### src/rtl/layer_output_collector_if.sv
// Bus bundle for layer_output_collector: per-node result inputs and the
// single-word output stream with its status flags.
interface layer_output_collector_if #(
    parameter int DATA_WIDTH     = 32,
    parameter int NUMBER_OF_NODE = 32,
    parameter int ADDRESS_WIDTH  = 10
);
    logic [NUMBER_OF_NODE-1:0]            i_valid;
    logic [NUMBER_OF_NODE*DATA_WIDTH-1:0] i_data;
    logic                                 i_ready;
    logic [DATA_WIDTH-1:0]                o_data;
    logic [ADDRESS_WIDTH-1:0]             o_addr;
    logic                                 o_valid;
    logic                                 o_last;
    logic                                 o_done;
    logic                                 o_overrun;

    modport master (
        output i_valid, i_data, i_ready,
        input  o_data, o_addr, o_valid, o_last, o_done, o_overrun
    );

    modport slave (
        input  i_valid, i_data, i_ready,
        output o_data, o_addr, o_valid, o_last, o_done, o_overrun
    );
endinterface

### src/rtl/layer_output_collector.sv
// Gathers one result per node as they arrive in any order, then streams them
// out in node-index order with a valid/ready handshake and a done pulse.
module layer_output_collector #(
    parameter int DATA_WIDTH     = 32,
    parameter int NUMBER_OF_NODE = 32,
    parameter int ADDRESS_WIDTH  = 10
) (
    input  logic                     clk,
    input  logic                     rst_n,
    input  logic                     i_clear,
    layer_output_collector_if.slave  bus
);

    localparam logic [1:0] ST_COLLECT = 2'd0;
    localparam logic [1:0] ST_STREAM  = 2'd1;
    localparam logic [1:0] ST_DONE    = 2'd2;

    localparam int IDX_W = (NUMBER_OF_NODE > 1) ? $clog2(NUMBER_OF_NODE) : 1;
    localparam logic [ADDRESS_WIDTH-1:0] LAST_ADDR = ADDRESS_WIDTH'(NUMBER_OF_NODE - 1);

    logic [1:0]                state;
    logic [NUMBER_OF_NODE-1:0] captured;
    logic [NUMBER_OF_NODE-1:0] new_cap;
    logic [NUMBER_OF_NODE-1:0] dup_valid;
    logic                      all_captured;
    logic [ADDRESS_WIDTH-1:0]  addr;
    logic                      overrun;
    logic [IDX_W-1:0]          rd_idx;
    logic [DATA_WIDTH-1:0]     stored [NUMBER_OF_NODE];

    // Only uncaptured nodes are accepted while collecting; anything else is an overrun.
    always_comb begin
        new_cap   = '0;
        dup_valid = bus.i_valid;
        if (state == ST_COLLECT) begin
            new_cap   = bus.i_valid & ~captured;
            dup_valid = bus.i_valid & captured;
        end
        all_captured = &(captured | new_cap);
    end

    always_ff @(posedge clk or negedge rst_n) begin
        if (!rst_n) begin
            state    <= ST_COLLECT;
            captured <= '0;
            addr     <= '0;
            overrun  <= 1'b0;
        end else if (i_clear) begin
            state    <= ST_COLLECT;
            captured <= '0;
            addr     <= '0;
            overrun  <= 1'b0;
        end else begin
            if (|dup_valid) begin
                overrun <= 1'b1;
            end
            case (state)
                ST_COLLECT: begin
                    captured <= captured | new_cap;
                    if (all_captured) begin
                        state <= ST_STREAM;
                        addr  <= '0;
                    end
                end
                ST_STREAM: begin
                    if (bus.i_ready) begin
                        if (addr == LAST_ADDR) begin
                            state <= ST_DONE;
                            addr  <= '0;
                        end else begin
                            addr <= addr + ADDRESS_WIDTH'(1);
                        end
                    end
                end
                ST_DONE: begin
                    state    <= ST_COLLECT;
                    captured <= '0;
                end
                default: begin
                    state    <= ST_COLLECT;
                    captured <= '0;
                    addr     <= '0;
                end
            endcase
        end
    end

    // Result storage: written only on a first capture, never while clearing.
    always_ff @(posedge clk or negedge rst_n) begin
        if (!rst_n) begin
            for (int k = 0; k < NUMBER_OF_NODE; k++) begin
                stored[k] <= '0;
            end
        end else if (!i_clear) begin
            for (int k = 0; k < NUMBER_OF_NODE; k++) begin
                if (new_cap[k]) begin
                    stored[k] <= bus.i_data[k*DATA_WIDTH +: DATA_WIDTH];
                end
            end
        end
    end

    assign rd_idx        = addr[IDX_W-1:0];
    assign bus.o_valid   = (state == ST_STREAM);
    assign bus.o_data    = bus.o_valid ? stored[rd_idx] : '0;
    assign bus.o_addr    = addr;
    assign bus.o_last    = bus.o_valid && (addr == LAST_ADDR);
    assign bus.o_done    = (state == ST_DONE);
    assign bus.o_overrun = overrun;

endmodule

### src/flat_wrapper.sv
// flat-port wrapper written by rule: the top's interface ports become plain ports
module layer_output_collector_flat 
#(
    parameter int DATA_WIDTH     = 32,
    parameter int NUMBER_OF_NODE = 32,
    parameter int ADDRESS_WIDTH  = 10
)
  (clk, rst_n, i_clear, bus_i_valid, bus_i_data, bus_i_ready, bus_o_data, bus_o_addr, bus_o_valid, bus_o_last, bus_o_done, bus_o_overrun);
  layer_output_collector_if #(.DATA_WIDTH(DATA_WIDTH), .NUMBER_OF_NODE(NUMBER_OF_NODE), .ADDRESS_WIDTH(ADDRESS_WIDTH)) bus_i ();
  input  logic clk;
  input  logic rst_n;
  input  logic i_clear;
  input wire logic [$bits(bus_i.i_valid)-1:0] bus_i_valid;
  input wire logic [$bits(bus_i.i_data)-1:0] bus_i_data;
  input wire logic [$bits(bus_i.i_ready)-1:0] bus_i_ready;
  output wire logic [$bits(bus_i.o_data)-1:0] bus_o_data;
  output wire logic [$bits(bus_i.o_addr)-1:0] bus_o_addr;
  output wire logic [$bits(bus_i.o_valid)-1:0] bus_o_valid;
  output wire logic [$bits(bus_i.o_last)-1:0] bus_o_last;
  output wire logic [$bits(bus_i.o_done)-1:0] bus_o_done;
  output wire logic [$bits(bus_i.o_overrun)-1:0] bus_o_overrun;
  assign bus_i.i_valid = bus_i_valid;
  assign bus_i.i_data = bus_i_data;
  assign bus_i.i_ready = bus_i_ready;
  assign bus_o_data = bus_i.o_data;
  assign bus_o_addr = bus_i.o_addr;
  assign bus_o_valid = bus_i.o_valid;
  assign bus_o_last = bus_i.o_last;
  assign bus_o_done = bus_i.o_done;
  assign bus_o_overrun = bus_i.o_overrun;
  layer_output_collector #(.DATA_WIDTH(DATA_WIDTH), .NUMBER_OF_NODE(NUMBER_OF_NODE), .ADDRESS_WIDTH(ADDRESS_WIDTH)) u_core (.clk(clk), .rst_n(rst_n), .i_clear(i_clear), .bus(bus_i));
endmodule
### config.mk
export PLATFORM = sky130hd
export DESIGN_NAME = layer_output_collector_flat
export DESIGN_NICKNAME = d
export VERILOG_FILES = /design/src/rtl/layer_output_collector_if.sv /design/src/rtl/layer_output_collector.sv /design/src/flat_wrapper.sv
export SDC_FILE = /design/constraint.sdc
export NUM_CORES = 1
export LEC_CHECK = 0
export ABC_AREA = 1
export BUFFER_PORTS_ARGS = -buffer_cell sky130_fd_sc_hd__buf_4
export CORE_AREA = 2 2 429 431
export DETAILED_ROUTE_END_ITERATION = 12
export DIE_AREA = 0 0 431 433
export SLEW_MARGIN = 20
export SYNTH_ARGS = -nofsm -noshare
export SYNTH_HDL_FRONTEND = slang
export SYNTH_SLANG_ARGS = --single-unit
export TNS_END_PERCENT = 5
### constraint.sdc
create_clock -name clk -period 1.9 [get_ports clk]
set_clock_uncertainty 0.05 [all_clocks]
set_input_delay 0.38 -clock clk [delete_from_list [all_inputs] [get_ports clk]]
set_output_delay 0.38 -clock clk [all_outputs]
set_load 0.05 [all_outputs]
After elaboration in Yosys (flattened, before gate mapping)
Cells that the tools add are included.
{"block": "op_classes", "n_mux": 20, "order_cmp": 1, "bitwise": 6, "reduce_logical": 39, "eq_ne": 8, "add_sub_neg": 1}
{"cell": "two-way mux 32 bit", "n": 6}
{"cell": "binary-select mux 32 bit (select 5 bit)", "n": 1}
{"cell": "bitwise AND 32 bit", "n": 2}
{"cell": "case mux 32 bit (2 select lines)", "n": 1}
{"cell": "AND reduction 2 bit", "n": 32}
{"cell": "two-way mux 10 bit", "n": 4}
{"cell": "inverter 32 bit", "n": 1}
{"cell": "bitwise OR 32 bit", "n": 1}
{"cell": "AND reduction 32 bit", "n": 1}
{"cell": "OR reduction 32 bit", "n": 1}
{"cell": "case mux 10 bit (3 select lines)", "n": 1}
{"cell": "adder 10 x 1 -> 10 bit (second input constant)", "n": 1}
{"cell": "equality test 10 x 5 -> 1 bit (second input constant)", "n": 1}
{"cell": "two-way mux 2 bit", "n": 4}
{"cell": ">= comparator 6 bit (second input constant)", "n": 1}
{"cell": "!= test 3 bit (second input constant)", "n": 2}
{"cell": "inverter 5 -> 6 bit", "n": 1}
{"cell": "AND reduction 3 bit", "n": 2}
{"cell": "!= test 2 bit (second input constant)", "n": 2}
{"cell": "case mux 2 bit (2 select lines)", "n": 1}
{"cell": "!= test 3 x 2 -> 1 bit (second input constant)", "n": 1}
{"cell": "equality test 2 x 1 -> 1 bit (second input constant)", "n": 1}
{"cell": "equality test 2 bit (second input constant)", "n": 1}
{"cell": "logical NOT 2 bit", "n": 1}
{"cell": "other kinds (4)", "n": 5}
{"block": "totals", "register_bits": 1069, "out_inout_bits": 46, "elab_cells": 111, "input_bits": 1060}

Logic depth before layout (Yosys ltp)
{"block": "logic_depth", "word_depth": 8, "mapped_depth": 13, "depth_no_buf": 12}

Worst setup path before layout
Ideal clock, no wire load.
{"block": "synth_timing", "path_type": "register -> output", "startpoint": "register u_core.addr[0] (netlist: u_core.bus.o_addr[0])", "endpoint": "output port bus_o_data[5]", "path_buffers": 4, "t_arrival_ns": 2.496, "required_time_ns": 1.470, "stages_incl_launch_ff": 11, "path_slack_ns": -1.026, "cell_sequence": "dfrtp_1 > buf_4 > buf_2 > buf_2 > buf_2 > nor2_1 > o211ai_1 > nand3_1 > nand3_1 > nand2_1 > nor2_1"}
{"block": "synth_between", "elab_chain_cells": 5}
{"item": "from (decl)", "line_no": "layer_output_collector.sv:26", "source": "logic [ADDRESS_WIDTH-1:0] addr;"}
{"item": "from (signal assigned)", "line_no": "layer_output_collector.sv:71", "source": "addr <= addr + ADDRESS_WIDTH'(1);"}
{"item": "inverter 5 -> 6 bit (not written as such)", "line_no": "layer_output_collector.sv:105", "source": "assign bus.o_data = bus.o_valid ? stored[rd_idx] : '0;"}
{"item": "binary-select mux 32 bit (select 5 bit)", "line_no": "layer_output_collector.sv:105"}
{"item": "two-way mux 32 bit (not written as such) (2 in series)", "line_no": "layer_output_collector.sv:105"}
{"item": "two-way mux 32 bit", "line_no": "layer_output_collector.sv:105"}
{"item": "to (decl)", "line_no": "flat_wrapper.sv:16", "source": "output wire logic [$bits(bus_i.o_data)-1:0] bus_o_data;"}
Every way passes these cells. The select of a mux whose other input is x is not followed.

Worst setup path after layout
{"block": "layout_timing", "startpoint": "register u_core.addr[0] (netlist: u_core.bus.o_addr[0])", "endpoint": "output port bus_o_data[6]"}
The elaborated chain is that of the path after synthesis.

==> flow_metrics.tcl <==
set metrics [dict create \
    status "finished with violations" \
    violations "setup timing" \
    wl_mm 268 \
    wl_per_cell_um 27.6 \
    cp.arrival_ns 3.18 \
    place_area_um2 65800 \
    clk_path_buf_depth 3 \
    grt_pass1_vias 51998 \
    setup_violations 976 \
    die-area_um2 187000 \
    fin_crit_ns 3.61 \
    crit_buf_inv 5 \
    leakage_nw 37.3 \
    cpLargestDelayFamily "buffers and inverters" \
    die_w_um 431 \
    ir_drop_v 0.000917 \
    root_buffer "clkbuf_16" \
    setup_ws_ns -1.71 \
    clock_latency_ns 0.77 \
    antenna_found_initial 55 \
    fin_tns_setup_ns -136.99 \
    grt_use_total_pct 27.5 \
    timing.critical_path.from_type "flip-flop" \
    first_pass_iters 5 \
    grt-ovfl-total 0 \
    seq_power_share_pct 34.1 \
    die_y_um 433 \
    drt_iter0_markers 4184 \
    netSwitchingFraction_pct 37.5 \
    ys_ff_latch 1069 \
    crit_path_cell_trace "buf_4, buf_12, buf_4, clkbuf_16, o21ai_2, o211ai_1, nand3_1, nand2_1, nor2_2, nor2_4, buf_8" \
    clockPowerShare_pct 20.3 \
    endpoint_kind "output pin" \
    worst_slew_pin_slew_ns 0.542 \
    synth-seq-area-share_pct 53.4 \
    cts_tree "yes" \
    cts_made_buffers 121 \
    async_flop_share_pct 100 \
    final_layout_size_suffix_gt1_share_pct 43.6 \
    grt_max_degree 88 \
    synthCells 4621 \
    relSlewSlack_pct 63.9 \
    p_total_w 0.123 \
    hold_class "input port to flip-flop" \
    finalCritPeriodShare_pct 190 \
    synthesis.area_um2 50100 \
    nets 8225 \
    hold_violations 0 \
    ys_warn_count 0 \
    gp_congestion 0.961 \
    power.internal_w 0.0770 \
    max-cap-violations 0 \
    pwr_density_cell_nw_per_um2 1460 \
    area_growth_pct 68.3 \
    p_sw_w 0.0462 \
    max_stage_delay_ns 0.58 \
    required_ns 1.47 \
    synth_edf_count 0 \
    drtAntennaViolNets 0 \
    path_clk_slew_ns 0.06 \
    final_area_um2 84200 \
    slowest_stage "dfrtp_4" \
    vias_per_cell 5.14 \
    rsz0062_at_grt "true" \
    drc_errors 0 \
    row_count 157 \
    timing.critical_path.mode_cell "buf_4" \
    slew_viol_final 0 \
    cp_max_fo 16 \
    dp_hpwl_mm 189 \
    syn_nets 5682 \
    synth_cell_types 35 \
    place_inst 8279 \
    power_frac_comb_pct 45.6 \
    vias 49884 \
    path_class "flip-flop to output pin" \
    cts_max_level 3 \
    ioPinCount 1106 \
    core-area_um2 182000 \
    grt_pass1_wl_mm 370 \
    io_buffers 1105 \
    max_freq_ghz 0.277 \
    ys.flop_type "dfrtp_1" \
    instances_no_fill 9704 \
    clock-sinks 1069 \
    syn_avg_cell_area_um2 10.8 \
    start_util_pct 27.5 \
    whs_ns 0.0782 \
]
cell type report:
| type | instances | area [um2] |
|---|---|---|
| antenna | 53 | 133 |
| clock buffer | 176 | 3600 |
| clock inverter | 49 | 622 |
| fill | 16100 | 97900 |
| inverter | 61 | 270 |
| multi-input combinational | 3155 | 23200 |
| sequential | 1069 | 26800 |
| tap | 2385 | 2980 |
| timing repair buffer | 2755 | 26700 |
| timing repair inverter | 1 | 16.3 |
cell usage in the layout (no fill, tap or decap), types with 18 or more instances in the layout:
cell,count
o21ai_0,407
buf_16,30
o221ai_2,25
nor2_4,49
nand2_2,66
clkinv_2,24
nand2_1,351
o21ai_2,18
clkbuf_1,21
buf_6,66
diode_2,53
nor2_2,35
a21oi_1,50
nand3_1,179
nand3_2,58
clkbuf_8,32
o31ai_1,20
o221ai_1,68
mux2_1,81
clkbuf_16,136
dlygate4sd3_1,1058
dfrtp_1,1062
inv_1,54
nor2_1,573
o211ai_1,93
buf_4,1397
buf_8,38
mux2_2,940
o21ai_1,56
buf_12,147
worst min-delay path, cell delays in order:
cell and delay, ns:
buf_4 0.11, nor2_4 0.05, buf_6 0.16, nand2_1 0.07, o21ai_0 0.07
Yosys cell counts, types with 2 or more instances:
| master | n | share of area [%] |
|---|---|---|
| nor2_4 | 2 | 0.045 |
| inv_2 | 5 | 0.037 |
| o211ai_1 | 93 | 1.4 |
| nor2_1 | 654 | 4.9 |
| a21oi_1 | 68 | 0.68 |
| clkbuf_1 | 152 | 1.1 |
| o22ai_1 | 6 | 0.075 |
| o221ai_1 | 93 | 1.6 |
| mux2_1 | 84 | 1.9 |
| clkinv_1 | 2 | 0.015 |
| buf_1 | 30 | 0.22 |
| nand4_1 | 4 | 0.050 |
| xor2_1 | 2 | 0.035 |
| nor3_1 | 3 | 0.030 |
| xnor2_1 | 2 | 0.035 |
| dfrtp_1 | 1069 | 53 |
| inv_1 | 54 | 0.40 |
| nand2_1 | 431 | 3.2 |
| o21ai_0 | 481 | 4.8 |
| nand3_1 | 238 | 2.4 |
| mux2_2 | 940 | 21 |
| buf_4 | 3 | 0.045 |
| nand3_2 | 10 | 0.20 |
| o31ai_1 | 32 | 0.48 |
| nand2_2 | 3 | 0.037 |
| buf_2 | 151 | 1.5 |
power groups by stage:
stage | Combinational, W | Clock [W] | Sequential (W)
2_1_floorplan | 0.0269 | 0 | 0.0383
3_3_place_gp | 0.0459 | 0 | 0.0413
3_5_place_dp | 0.0465 | 0 | 0.0416
4_1_cts | 0.0533 | 0.0253 | 0.0413
5_1_grt | 0.0594 | 0.0262 | 0.0428
6_report | 0.0562 | 0.0250 | 0.0420
sequential cells by signal, summed over array words and instances, names as in the netlist:
signal and cells:
u_core.bus.o_addr 10, u_core.bus.o_overrun 1, u_core.captured 32, u_core.state 2, u_core.stored 1024
kinds of logic (layout without fill, tap and decap cells):
logic type | Yosys count | in the layout | synth area share [%]
xor+xnor | 4 | 4 | 0.0700
compound gates | 776 | 776 | 9.12
mux | 1024 | 1024 | 23.0
flops | 1069 | 1069 | 53.4
simple gates | 1350 | 1350 | 10.9
buf+inv | 397 | 3042 | 3.38
other cells | 0 | 53 | 0
fa+ha+maj | 1 | 1 | 0.0250
layer usage:
metal / global-route usage [%] / routed length, um / vias up
met5: 0 / 88 / -
met4: 17.5 / 19900 / 16
met3: 5.19 / 18400 / 822
met2: 46.3 / 129000 / 2750
met1: 32.2 / 100000 / 24957
li1: - / - / 21339
final timing paths:
check	to	slack, ns	cells past startpoint	startpoint
worst max-delay path	bus_o_data[6]	-1.71	11	u_core.bus.o_addr[0]
worst min-delay path	u_core.captured[25]	0.08	5	i_clear
worst max register to register	u_core.bus.o_addr[8]	-0.43	15	u_core.bus.o_addr[1]
worst min register to register	u_core.stored[687]	0.44	1	u_core.stored[687]
max in group asynchronous	u_core.stored[690]	0.26	5	rst_n
min in group asynchronous	u_core.stored[83]	0.59	3	rst_n
repair_timing:
action                                  4_1_cts  5_1_grt
endpoints found under the setup margin     1056     1056
hold buffers                               1058        0
gates cloned                                 22       13
pin swaps                                    96       87
hold endpoints to repair                   1720        0
resized for setup                           392      212
setup buffers                                27       36
metrics by stage:
stage / util [%] / setup slack [ns]
finish: 46.3 / -1.71
global route: 46.2 / -1.82
CTS: 45.5 / -1.77
detailed placement: 36.1 / -1.44
global placement: 36.1 / -1.49
floorplan: - / -0.351
(Power assumes the default switching activity.)
